--- config.mk ---
export PLATFORM = sky130hd
export DESIGN_NAME = mul_reservation_station
export DESIGN_NICKNAME = d
export VERILOG_FILES = /design/src/rtl/mul_reservation_station.sv
export SDC_FILE = /design/constraint.sdc
export NUM_CORES = 1
export LEC_CHECK = 0
export BUFFER_PORTS_ARGS = -buffer_cell sky130_fd_sc_hd__buf_4
export CAP_MARGIN = 20
export CELL_PAD_IN_SITES_DETAIL_PLACEMENT = 2
export CELL_PAD_IN_SITES_GLOBAL_PLACEMENT = 2
export CORE_ASPECT_RATIO = 0.5
export CORE_UTILIZATION = 33
export DETAILED_ROUTE_END_ITERATION = 16
export PLACE_DENSITY_LB_ADDON = 0.12
export SYNTH_ARGS = -nofsm -noshare
export SYNTH_HDL_FRONTEND = slang
export SYNTH_SLANG_ARGS = --single-unit
--- constraint.sdc ---
create_clock -name clk -period 2.2 [get_ports clk]
set_input_delay 0 -clock clk [delete_from_list [all_inputs] [get_ports clk]]
set_output_delay 0 -clock clk [all_outputs]
set_load 0.01 [all_outputs]
--- src/rtl/mul_reservation_station.sv ---
// Reservation station feeding the multiply unit: holds instructions until op1/op2/XER are ready.
// Optional macro MUL_RS_WAKEUP_BYPASS_EN lets CDB wakeups issue in the broadcast cycle.
package mul_rs_pkg;
  typedef struct packed {
    logic high;
    logic signedOp;
    logic word;
    logic oe;
    logic rc;
  } mul_decode_t;
endpackage

module mul_reservation_station
  import mul_rs_pkg::*;
#(
  parameter int RS_ID_WIDTH = 5,
  parameter int RS_OFFSET   = 0,
  parameter int RS_DEPTH    = 4
) (
  input  logic                   clk,
  input  logic                   rst,
  input  logic                   dispatch_valid,
  output logic                   dispatch_ready,
  input  logic [4:0]             dispatch_result_reg_addr,
  input  mul_decode_t            dispatch_control,
  input  logic                   op1_valid,
  input  logic                   op2_valid,
  input  logic                   xer_valid,
  input  logic [31:0]            op1_value,
  input  logic [31:0]            op2_value,
  input  logic [31:0]            xer_value,
  input  logic [RS_ID_WIDTH-1:0] op1_tag,
  input  logic [RS_ID_WIDTH-1:0] op2_tag,
  input  logic [RS_ID_WIDTH-1:0] xer_tag,
  input  logic                   cdb_valid,
  input  logic [RS_ID_WIDTH-1:0] cdb_rs_id,
  input  logic [31:0]            cdb_result,
  input  logic                   cdb_xer_valid,
  input  logic [31:0]            cdb_xer,
  output logic                   output_valid,
  input  logic                   output_ready,
  output logic [RS_ID_WIDTH-1:0] rs_id_out,
  output logic [4:0]             result_reg_addr_out,
  output logic [31:0]            op1,
  output logic [31:0]            op2,
  output logic [31:0]            xer,
  output mul_decode_t            control
);

  localparam int IDX_W = (RS_DEPTH > 1) ? $clog2(RS_DEPTH) : 1;

  // Operand index 0 = op1, 1 = op2, 2 = xer throughout.
  logic [RS_DEPTH-1:0]              busy_q, busy_d;
  logic [2:0]                       rdy_q [RS_DEPTH];
  logic [2:0]                       rdy_d [RS_DEPTH];
  logic [2:0][31:0]                 val_q [RS_DEPTH];
  logic [2:0][31:0]                 val_d [RS_DEPTH];
  logic [2:0][RS_ID_WIDTH-1:0]      tag_q [RS_DEPTH];
  logic [2:0][RS_ID_WIDTH-1:0]      tag_d [RS_DEPTH];
  logic [4:0]                       rd_q [RS_DEPTH];
  logic [4:0]                       rd_d [RS_DEPTH];
  mul_decode_t                      ctrl_q [RS_DEPTH];
  mul_decode_t                      ctrl_d [RS_DEPTH];
  logic                             hold_q, hold_d;
  logic [IDX_W-1:0]                 holdIdx_q, holdIdx_d;

  logic [2:0][31:0]                 cdbVal;
  logic [2:0]                       cdbOk;
  logic [2:0]                       dispValid;
  logic [2:0][31:0]                 dispVal;
  logic [2:0][RS_ID_WIDTH-1:0]      dispTag;
  logic [2:0]                       wake [RS_DEPTH];
  logic [RS_DEPTH-1:0]              canIssue;
  logic                             freeFound, selFound, issueValid, dispFire;
  logic [IDX_W-1:0]                 freeIdx, selIdx;
  logic [2:0][31:0]                 selOps;

  assign cdbVal    = {cdb_xer, cdb_result, cdb_result};
  assign cdbOk     = {cdb_valid & cdb_xer_valid, cdb_valid, cdb_valid};
  assign dispValid = {xer_valid, op2_valid, op1_valid};
  assign dispVal   = {xer_value, op2_value, op1_value};
  assign dispTag   = {xer_tag, op2_tag, op1_tag};

  always_comb begin
    for (int i = 0; i < RS_DEPTH; i++) begin
      wake[i] = '0;
      for (int k = 0; k < 3; k++) begin
        wake[i][k] = busy_q[i] & ~rdy_q[i][k] & cdbOk[k] & (tag_q[i][k] == cdb_rs_id);
      end
`ifdef MUL_RS_WAKEUP_BYPASS_EN
      canIssue[i] = busy_q[i] & (&(rdy_q[i] | wake[i]));
`else
      canIssue[i] = busy_q[i] & (&rdy_q[i]);
`endif
    end
  end

  // A stalled selection stays locked so the multiply unit sees stable fields.
  always_comb begin
    freeFound = 1'b0;
    freeIdx   = '0;
    selFound  = hold_q;
    selIdx    = holdIdx_q;
    for (int i = 0; i < RS_DEPTH; i++) begin
      if (!busy_q[i] && !freeFound) begin
        freeFound = 1'b1;
        freeIdx   = IDX_W'(i);
      end
      if (canIssue[i] && !selFound) begin
        selFound = 1'b1;
        selIdx   = IDX_W'(i);
      end
    end
  end

  assign dispatch_ready = freeFound;
  assign dispFire       = dispatch_valid & freeFound;
  assign issueValid     = selFound & ~rst;

  always_comb begin
    for (int k = 0; k < 3; k++) begin
`ifdef MUL_RS_WAKEUP_BYPASS_EN
      selOps[k] = wake[selIdx][k] ? cdbVal[k] : val_q[selIdx][k];
`else
      selOps[k] = val_q[selIdx][k];
`endif
    end
  end

  always_comb begin
    output_valid        = issueValid;
    rs_id_out           = RS_ID_WIDTH'(RS_OFFSET);
    result_reg_addr_out = '0;
    control             = '0;
    op1                 = '0;
    op2                 = '0;
    xer                 = '0;
    if (issueValid) begin
      rs_id_out           = RS_ID_WIDTH'(RS_OFFSET) + RS_ID_WIDTH'(selIdx);
      result_reg_addr_out = rd_q[selIdx];
      control             = ctrl_q[selIdx];
      op1                 = selOps[0];
      op2                 = selOps[1];
      xer                 = selOps[2];
    end
  end

  // Wakeup, issue and dispatch touch disjoint slots, so their order here is free.
  always_comb begin
    busy_d    = busy_q;
    rdy_d     = rdy_q;
    val_d     = val_q;
    tag_d     = tag_q;
    rd_d      = rd_q;
    ctrl_d    = ctrl_q;
    hold_d    = issueValid & ~output_ready;
    holdIdx_d = selIdx;
    for (int i = 0; i < RS_DEPTH; i++) begin
      for (int k = 0; k < 3; k++) begin
        if (wake[i][k]) begin
          rdy_d[i][k] = 1'b1;
          val_d[i][k] = cdbVal[k];
        end
      end
    end
    if (issueValid && output_ready) begin
      busy_d[selIdx] = 1'b0;
    end
    if (dispFire) begin
      busy_d[freeIdx] = 1'b1;
      rd_d[freeIdx]   = dispatch_result_reg_addr;
      ctrl_d[freeIdx] = dispatch_control;
      for (int k = 0; k < 3; k++) begin
        tag_d[freeIdx][k] = dispTag[k];
        if (dispValid[k]) begin
          rdy_d[freeIdx][k] = 1'b1;
          val_d[freeIdx][k] = dispVal[k];
        end else if (cdbOk[k] && (dispTag[k] == cdb_rs_id)) begin
          rdy_d[freeIdx][k] = 1'b1;
          val_d[freeIdx][k] = cdbVal[k];
        end else begin
          rdy_d[freeIdx][k] = 1'b0;
          val_d[freeIdx][k] = '0;
        end
      end
    end
  end

  always_ff @(posedge clk) begin
    if (rst) begin
      busy_q    <= '0;
      hold_q    <= 1'b0;
      holdIdx_q <= '0;
      for (int i = 0; i < RS_DEPTH; i++) begin
        rdy_q[i] <= '0;
      end
    end else begin
      busy_q    <= busy_d;
      hold_q    <= hold_d;
      holdIdx_q <= holdIdx_d;
      rdy_q     <= rdy_d;
    end
  end

  // Payload is only meaningful while busy, so it needs no reset.
  always_ff @(posedge clk) begin
    val_q  <= val_d;
    tag_q  <= tag_d;
    rd_q   <= rd_d;
    ctrl_q <= ctrl_d;
  end

endmodule

* Yosys cells after proc, flatten, opt, wreduce, memory -nomap -nowiden
Cells that the tools add are included.
** Cells by class
- Magnitude comparators :: 7
- Equality and inequality tests :: 15
- Muxes and demuxes :: 109
- Bitwise logic cells :: 78
- Reductions and logical operators :: 27
** Operator list (number)
- $mux 384 :: 9
- $bwmux 384 :: 6
- $and 384x384->384 :: 3
- $not 384->384 :: 3
- $demux 96 s2 :: 3
- $mux 32 :: 16
- $mux 96 :: 3
- $bmux 96 s2 :: 1
- $bwmux 60 :: 3
- $mux 12 :: 9
- $demux 15 s2 :: 3
- $eq 5x5->1 :: 15
- $mux 64 :: 1
- $and 1x1->1 :: 44
- $bwmux 20 :: 2
- $mux 5 :: 8
- $and 12x12->12 :: 3
- $not 12->12 :: 3
- $or 12x12->12 :: 3
- $mux 1 :: 24
- $bmux 5 s2 :: 2
- $demux 3 s2 :: 3
- $mux 2 :: 8
- $mux 15 :: 1
- other kinds (17) :: 60
** Word-level totals
- Flip-flop bits (word level) :: 503
- Input bits :: 199
- Output and inout port bits :: 113
- Logic and storage cells :: 291

* Depth between registers and ports, before layout
Gate-level depths: netlist (run 1).
- Depth after elaboration :: 27
- Depth in mapped cells :: 9
- Depth with buffers taken out :: 5

* Least setup slack after synthesis (run 1)
No wires, ideal clock.
- Path kind :: register to register
- From :: reg busy_q[0]
- To :: reg ctrl_q[5] in the netlist's numbering (enable)
- Setup time :: 0.399 ns
- Arrival time :: 2.030 ns
- Data required time :: 1.801 ns
- Path slack :: -0.229 ns
- Cell stages (with the launch flop) :: 7
- Buffers on the path :: 3
- Period minus slack after synthesis :: 2.429 ns
- Cells stage by stage :: dfxtp_1 buf_2 and3b_1 clkbuf_1 nand2_1 clkinv_1 clkbuf_1
** Between the ends
- Cells in the longest elaborated chain, start to end :: 9
- Elaborated cells between the ends (all ways) :: 10
- Those cells by class :: 4 x mux; 1 x bitwise; 5 x reduce/logical
** Ends and longest elaborated chain
- start, declared :: RTL line 53 : logic [RS_DEPTH-1:0] busy_q, busy_d;
- start signal, assigned :: RTL line 198 : busy_q <= busy_d;
- $mux 1 / $logic_and 1x1->1 (equally long branches) :: RTL line 105 : if (!busy_q[i] && !freeFound) begin
- $mux 1 (*) :: RTL line 105
- $logic_not 1->1 :: RTL line 105
- $logic_and 1x1->1 :: RTL line 105
- $mux 1 (*) :: RTL line 105
- $logic_not 1->1 :: RTL line 105
- $logic_and 1x1->1 :: RTL line 105
- $mux 1 (*) :: RTL line 105
- $and 1x1->1 (*) :: RTL line 117 : assign dispFire = dispatch_valid & freeFound;
- end signal, assigned :: RTL line 210 : ctrl_q <= ctrl_d;
- end, declared :: RTL line 62 : mul_decode_t ctrl_q [RS_DEPTH];
Every way passes the cells marked *; elsewhere a longest branch is shown, timed or not.
A chain may end at the register's enable or synchronous reset.

* Worst setup path after layout (run 1)
- From :: reg busy_q[3]
- To :: out op1[25]
** Between the ends
- Cells in the longest elaborated chain, start to end :: 8
- Elaborated cells between the ends (all ways) :: 10
- Those cells by class :: 6 x mux; 3 x bitwise; 1 x reduce/logical
** Ends and longest elaborated chain
- $and 1x1->1 (*) :: RTL line 93 : canIssue[i] = busy_q[i] & (&rdy_q[i]);
- $logic_and 1x1->1 (*) :: RTL line 109 : if (canIssue[i] && !selFound) begin
- $mux 2 :: RTL line 109
- $not 2->3 (not written as such) :: RTL line 125 : selOps[k] = val_q[selIdx][k];
- $bmux 96 s2 :: RTL line 125
- $mux 96 (2 in series)
- $mux 32 (*) :: RTL line 138 : if (issueValid) begin
- end, declared :: RTL line 44 : output logic [31:0] op1,
Every way passes the cells marked *; elsewhere a longest branch is shown, timed or not. The select of a mux whose other input is x is not followed.

==> metrics.md, run 1 <==
| Metric | Value |
|---|---|
| Routed WL | `111 mm` |
| Filler instances | `7457` |
| Die area | `0.0750 mm2` |
| Initial Utilization | `33.4%` |
| Vias in the first global route | `25.6k` |
| Pwr per Cell Area | `668 mW/mm2` |
| Final WS setup | `-0.544 ns` |
| Number of synthesized register bits | `503` |
| Largest net degree at the start of global routing | `95` |
| Startpoint types | `flop` |
| Root Buffer | `clkbuf_16` |
| Max clock buf depth | `3` |
| Slew Limit Fails | `0` |
| Static Leakage | `0.0138 uW` |
| Post-synthesis cell count | `2477` |
| Post-layout nets | `3128` |
| Relative slew margins | `52.2%` |
| Most common cell after layout, fill and taps aside | `dfxtp_1` |
| Sequential share of the synthesized area | `45.4%` |
| Worst Path Required | `2.20 ns` |
| Mapped Area | `0.0244 mm2` |
| Clock transition at path regs | `0.06 ns` |
| Worst slew pin tran | `0.716 ns` |
| Register area | `0.0111 mm2` |
| Vias/cell | `6.02` |
| Violated checks | `negative setup slack` |
| Most frequent cells in the layout | `dfxtp_1, buf_4, nor2_1` |
| Fin. Hold Viols | `0` |
| Status | `finished, violations left` |
| Sink Count | `503` |
| Ys flop type | `dfxtp_1` |
| Skew-Pair Late Insertion Delay | `0.60 ns` |
| Post-synthesis mux area share | `9.61%` |
| Number of distinct library cells after synthesis | `64` |
| DRC viols | `0` |
| Post-synthesis adder-cell area fraction | `0%` |
| Placement row count | `70` |
| Synth async-reset ratio | `0%` |
| Main combinational cell family by area after synthesis | `compound AO/OA/AOI/OAI gates` |
| Period utilization | `125%` |
| Fin crit period | `2.74 ns` |
| Number of synthesized flops with an enable pin | `100` |
| RSZ-0062 raised after global routing | `true` |
| Global route overflow | `0` |
| TritonCTS clock tree | `built` |
| Setup_tns | `-43.49 ns` |
| PortBufs | `308` |
| Simple-gate share of the synthesized area | `8.40%` |
| Crit path kind | `reg -> out` |
| Detail Placement HPWL | `63.5 mm` |
| HP Class | `in -> reg` |
| Crit path max fanout | `12` |
| Die Ht | `194 um` |
| Via count | `23.7k` |
| CTS buffer count | `50` |
| Total GRT Usage | `28.2%` |
| Routability cong. | `0.779` |
| First-pass GRT wire length | `163 mm` |
| CORE AREA | `0.0730 mm2` |
| Antenna cells | `0` |
| Max cap viols | `0` |
| Post-Synth XOR/XNOR Area | `2.55%` |
| Critical path arrival | `2.74 ns` |
| Area of the multi-input gates | `0.0128 mm2` |
| Layout cell share with drive strength beyond 1 | `26.7%` |
| Hold slack | `0.0745 ns` |
| Layout Skew | `0.0215 ns` |
| Final ANT Viol Nets | `0` |
| Setup crit end kind | `primary output` |
| Maximum achievable frequency | `0.364 GHz` |
| Boundary pin count | `312` |
| Mapped Avg Cell Area | `9.84 um2` |
| Setup violators final | `111` |
| Iteration-0 DRC Markers | `1634` |
| Final Power | `22800 uW` |
| Area grow syn2layout | `39.8%` |
| Drt first pass iters | `7` |
| Synth Area in Compound Gates | `27.5%` |
| VDD IR-drop max | `0.000572 V` |
| Utilization after layout | `46.7%` |
| Initial antenna violation count | `2` |
| Drt wl/cell | `28.1 um` |
| Horiz. Die Dim | `386 um` |
| Yosys warnings | `0` |
| CTS H-tree depth | `2` |
-- kinds of logic after synthesis --
kind of cell,Yosys count
other,1
buffers and inverters,327
AND/OR/NAND/NOR,449
flip-flops,503
multiplexers,234
AO/OA/AOI/OAI,892
XOR/XNOR,71
-- flip-flops by register name, indices dropped and copies added (netlist names) --
signal and cells:
busy_q 4, tag_q 60, rdy_q 12, holdIdx_q 2, rd_q 20, ctrl_q 20, val_q 384, hold_q 1
-- worst max-delay path, cell delays in order, from the launching register on --
cell     delay [ns]
dfxtp_2        0.33
nand4_1        0.17
buf_4          0.19
o41ai_2        0.28
nor2b_4        0.29
buf_12         0.20
buf_4          0.23
a32oi_1        0.09
o21ai_0        0.15
buf_4          0.18
-- power breakdown --
group | switching [uW] | internal (uW)
clock network | 3940 | 4890
registers | 620 | 10300
logic | 1520 | 1510
total | 6080 | 16700
-- final cells by class --
cell class / count / area share [%]
clock buffer: 81 / 4.52
clock inverter: 9 / 0.224
tap: 972 / 3.57
sequential: 503 / 32.6
multi-input combinational: 1649 / 37.7
timing repair buffer: 713 / 21.3
inverter: 12 / 0.151
-- routing by layer --
layer / share of wire [%] / track usage (%)
met5: 0.024 / 0
met4: 2.2 / 7.64
met3: 3.5 / 3.02
met2: 49 / 48.5
met1: 45 / 37.3
-- synthesized netlist by cell type (all sizes together), types with 3 or more instances --
library cell / instances / area (um2)
dfxtp: 403 / 8070
nor2: 276 / 1040
a221o: 257 / 2570
mux2i: 234 / 2340
a21oi: 167 / 836
buf: 159 / 925
clkbuf: 156 / 628
o22ai: 129 / 807
o21ai: 111 / 563
a32oi: 106 / 928
edfxtp: 100 / 3000
a22oi: 96 / 721
nand2: 78 / 293
xnor2: 41 / 359
xor2: 30 / 263
and2: 22 / 138
nand4: 15 / 93.8
nor3: 12 / 60.1
inv: 11 / 41.3
nor4b: 9 / 160
nor4: 8 / 56.3
a221oi: 7 / 73.8
nor2b: 6 / 37.5
or4: 5 / 41.3
nand2b: 4 / 25.0
nand3: 3 / 15.0
o21bai: 3 / 22.5
-- per-stage QoR --
stage	instances	cell area, um2	worst slack [ns]
after floorplan	2479	24400	0.0461
after global placement	3596	28500	0.0344
after detailed placement	3596	28500	-0.0302
after CTS	3914	33200	-0.516
after global routing	3939	34100	-0.668
final	3939	34100	-0.544
-- final timing paths --
| path | from | end | cells past startpoint | slack, ns |
|---|---|---|---|---|
| min | cdb_rs_id[2] | rdy_q[5] | 5 | 0.07 |
| min reg2reg | val_q[325] | val_q[325] | 1 | 0.49 |
| max reg2reg | tag_q[8] | val_q[41] | 6 | -0.01 |
| max | busy_q[3] | op1[25] | 9 | -0.54 |
-- repair_timing --
item,CTS,global route
buffers inserted,22,23
endpoints found under the hold margin,503,0
gates resized for setup,221,142
gates cloned,10,4
endpoints found under the setup margin,112,179
hold buffers,196,0
pin swaps,62,27
No activity file was read; power rests on OpenSTA's default activity.
==> run 2: changes to the inputs <==
Settings changed: CORE_UTILIZATION 33 to 37.
Clock period 2.2 ns to 2.89 ns, I/O delays scaled along.
==> run 2 against run 1 <==
Effect of this change: global-route usage rose by 3.8 points; largest power group unchanged; critical path depth fell by 1; combinational power fell by 25%; sequential cell count did not move; utilization rose by 2.0 points; setup slack improved by 0.40 ns; largest cell class unchanged; sequential share of layout area rose by 2.4 points; final area fell by 7.0%; clock skew rose by 0.0031 ns; the run still ends with negative setup slack left.
==> metrics.md, run 2 (same netlist as run 1, synthesis figures left out) <==
| Metric | Value |
|---|---|
| Skew-Pair Late Insertion Delay | `0.60 ns (about the same)` |
| Initial Utilization | `37.5% (+4.1 points)` |
| Die area | `0.0670 mm2 (-11%)` |
| Post-layout nets | `3067 (-2.0%)` |
| Most common cell after layout, fill and taps aside | `dfxtp_1` |
| DRC viols | `0 (unchanged)` |
| CTS H-tree depth | `2 (unchanged)` |
| CP bufs+invs | `3 (-1)` |
| Antenna cells | `0 (unchanged)` |
| HP Class | `in -> reg` |
| Worst slew pin tran | `1.20 ns (+0.482 ns)` |
| Total GRT Usage | `32.0% (+3.8 points)` |
| Detail Placement HPWL | `59.6 mm (-6.2%)` |
| Die Ht | `184 um (-5.5%)` |
| Most frequent cells in the layout | `dfxtp_1, buf_4, nor2_1` |
| Via count | `24.0k (+1.1%)` |
| Hold path depth | `5 (unchanged)` |
| Routability cong. | `0.781 (+0.31%)` |
| Layout cell share with drive strength beyond 1 | `18.9% (-7.8 points)` |
| CORE AREA | `0.0651 mm2 (-11%)` |
| Critical path arrival | `3.04 ns (+0.30 ns)` |
| CTS buffer count | `49 (-2.0%)` |
| RSZ-0062 raised after global routing | `true` |
| Drt wl/cell | `29.7 um (+5.9%)` |
| Period utilization | `105%` |
| Largest net degree at the start of global routing | `95 (unchanged)` |
| Worst path cell trace | `a41o_1 > o41ai_2 > nor2b_4 > buf_4 > buf_16 > a32oi_1 > o21ai_0 > buf_4` |
| Min-delay src | `cdb_valid` |
| Routed WL | `113 mm (+1.8%)` |
| First-pass GRT wire length | `165 mm (+0.68%)` |
| CP delay by family, top | `compound AO/OA/AOI/OAI gates` |
| Crit path kind | `reg -> out` |
| Setup violators final | `68 (-39%)` |
| Violated checks | `negative setup slack` |
| R2r startpoint | `tag_q[48]` |
| Max clock buf depth | `3 (unchanged)` |
| Hold slack | `0.151 ns (+0.0765 ns)` |
| Sink Count | `503 (unchanged)` |
| Crit path max fanout | `35 (+23)` |
| Startpoint types | `flop` |
| Clock transition at path regs | `0.07 ns (about the same)` |
| Relative slew margins | `20.1% (-32 points)` |
| Placement row count | `66 (-5.7%)` |
| Drt first pass iters | `8 (+1)` |
| Final ANT Viol Nets | `0 (unchanged)` |
| Largest regs | `val_q x384, tag_q x60` |
| Setup crit end kind | `primary output` |
| Maximum achievable frequency | `0.329 GHz` |
| Status | `finished, violations left` |
| CP most frequent cell | `buf_4` |
| Slew Limit Fails | `0 (unchanged)` |
| Boundary pin count | `312 (unchanged)` |
| Placed insts | `3436 (-4.4%)` |
| Crit-path max cell delay | `0.49 ns (+0.16 ns)` |
| Reg with most FFs | `val_q` |
| Initial antenna violation count | `0 (-2)` |
| Final WS setup | `-0.145 ns (+0.399 ns)` |
| Iteration-0 DRC Markers | `1963 (+20%)` |
| Area grow syn2layout | `29.9%` |
| Fin crit period | `3.04 ns` |
| Global route overflow | `0 (unchanged)` |
| Horiz. Die Dim | `365 um (-5.5%)` |
| Vias in the first global route | `25.6k (+0.16%)` |
| Max cap viols | `0 (unchanged)` |
| Setup_tns | `-3.26 ns (+40.24 ns)` |
| Hold path endpoint | `rdy_q[3]` |
| Root Buffer | `clkbuf_16` |
| VDD IR-drop max | `0.000331 V (-42%)` |
| Reg2reg path depth | `8 (+2)` |
| TritonCTS clock tree | `built` |
| CP max stage cell | `o41ai_2` |
| PortBufs | `308 (unchanged)` |
| Pwr per Cell Area | `543 mW/mm2 (-19%)` |
| Non-filler cells, final | `3789 (-3.8%)` |
| Final Power | `17200 uW (-24%)` |
| R2r setup slk | `0.04 ns (+0.05 ns)` |
| Layout Skew | `0.0246 ns (+0.00315 ns)` |
| Max FFs per register | `384 (unchanged)` |
| Static Leakage | `0.0122 uW (-11%)` |
| Worst flop-to-flop path endpoint | `val_q[306]` |
| Pre-CTS setup slack | `0.212 ns (+0.242 ns)` |
| Fin. Hold Viols | `0 (unchanged)` |
| Worst Path Required | `2.89 ns (+0.69 ns)` |
| Vias/cell | `6.33 (+5.1%)` |
[run 2: per-stage QoR]
step                      area [um2]  util [%]
after global placement         27300      41.9
after global routing           31700      48.7
after detailed placement       27300      41.9
after CTS                      31500      48.4
after floorplan                24400         -
final                          31700      48.7
[run 2: timing repair]
item	in CTS	in global routing
hold buffers	238	0
buffers inserted	16	8
pin swaps	6	6
gates cloned	3	0
endpoints found under the setup margin	104	123
resized for setup	24	34
hold endpoints to repair	503	0
[run 2: area by class of cell]
cell class              count  area, um2
clock buffers              80       1510
clock inverters             8       62.6
fillers                  6729      33400
inverters                  12       51.3
multi-input cells        1650      12000
flip-flops and latches    503      11100
well taps                 884       1110
repair buffers            652       5890
[run 2: how the worst max path moves through the flow]
stage                    from   endpoint  slack, ns  cells after the start
global route           hold_q     op1[4]      -0.17                      8
finish                 hold_q    op1[23]      -0.15                      8
CTS                 busy_q[2]    xer[12]      -0.03                      6
floorplan           busy_q[0]  ctrl_q[5]       0.46                      6
global placement    busy_q[1]    op2[14]       0.34                      8
detailed placement  busy_q[1]    op2[23]       0.21                      7
[run 2: layer usage]
metal / global-route usage [%] / vias to the layer above / part of all wire [%] / routed length [um]
met4: 10.8 / 0 / 3.0 / 3330
li1: - / 10300 / - / -
met1: 41.1 / 12500 / 43 / 48000
met2: 55.7 / 912 / 49 / 55200
met3: 3.69 / 213 / 5.4 / 6040
met5: 0 / - / 0 / 0
[run 2: report_power, final]
part | total (uW) | internal, uW | leakage, uW | switching (uW)
clock | 6680 | 3650 | 0.000779 | 3030
sequential | 8280 | 7840 | 0.00423 | 434
combinational | 2250 | 1100 | 0.00723 | 1140
total | 17200 | 12600 | 0.0122 | 4610
[run 2: worst register-to-register path, delay by kind of cell, from the launching register on]
kind,cells,cell delay (ns)
AOI/OAI and AO/OA,1,0.43
xor gates and xnor gates,1,0.24
buffers and inverters,3,1.08
DFF,1,0.40
and+or+nand+nor,3,0.57
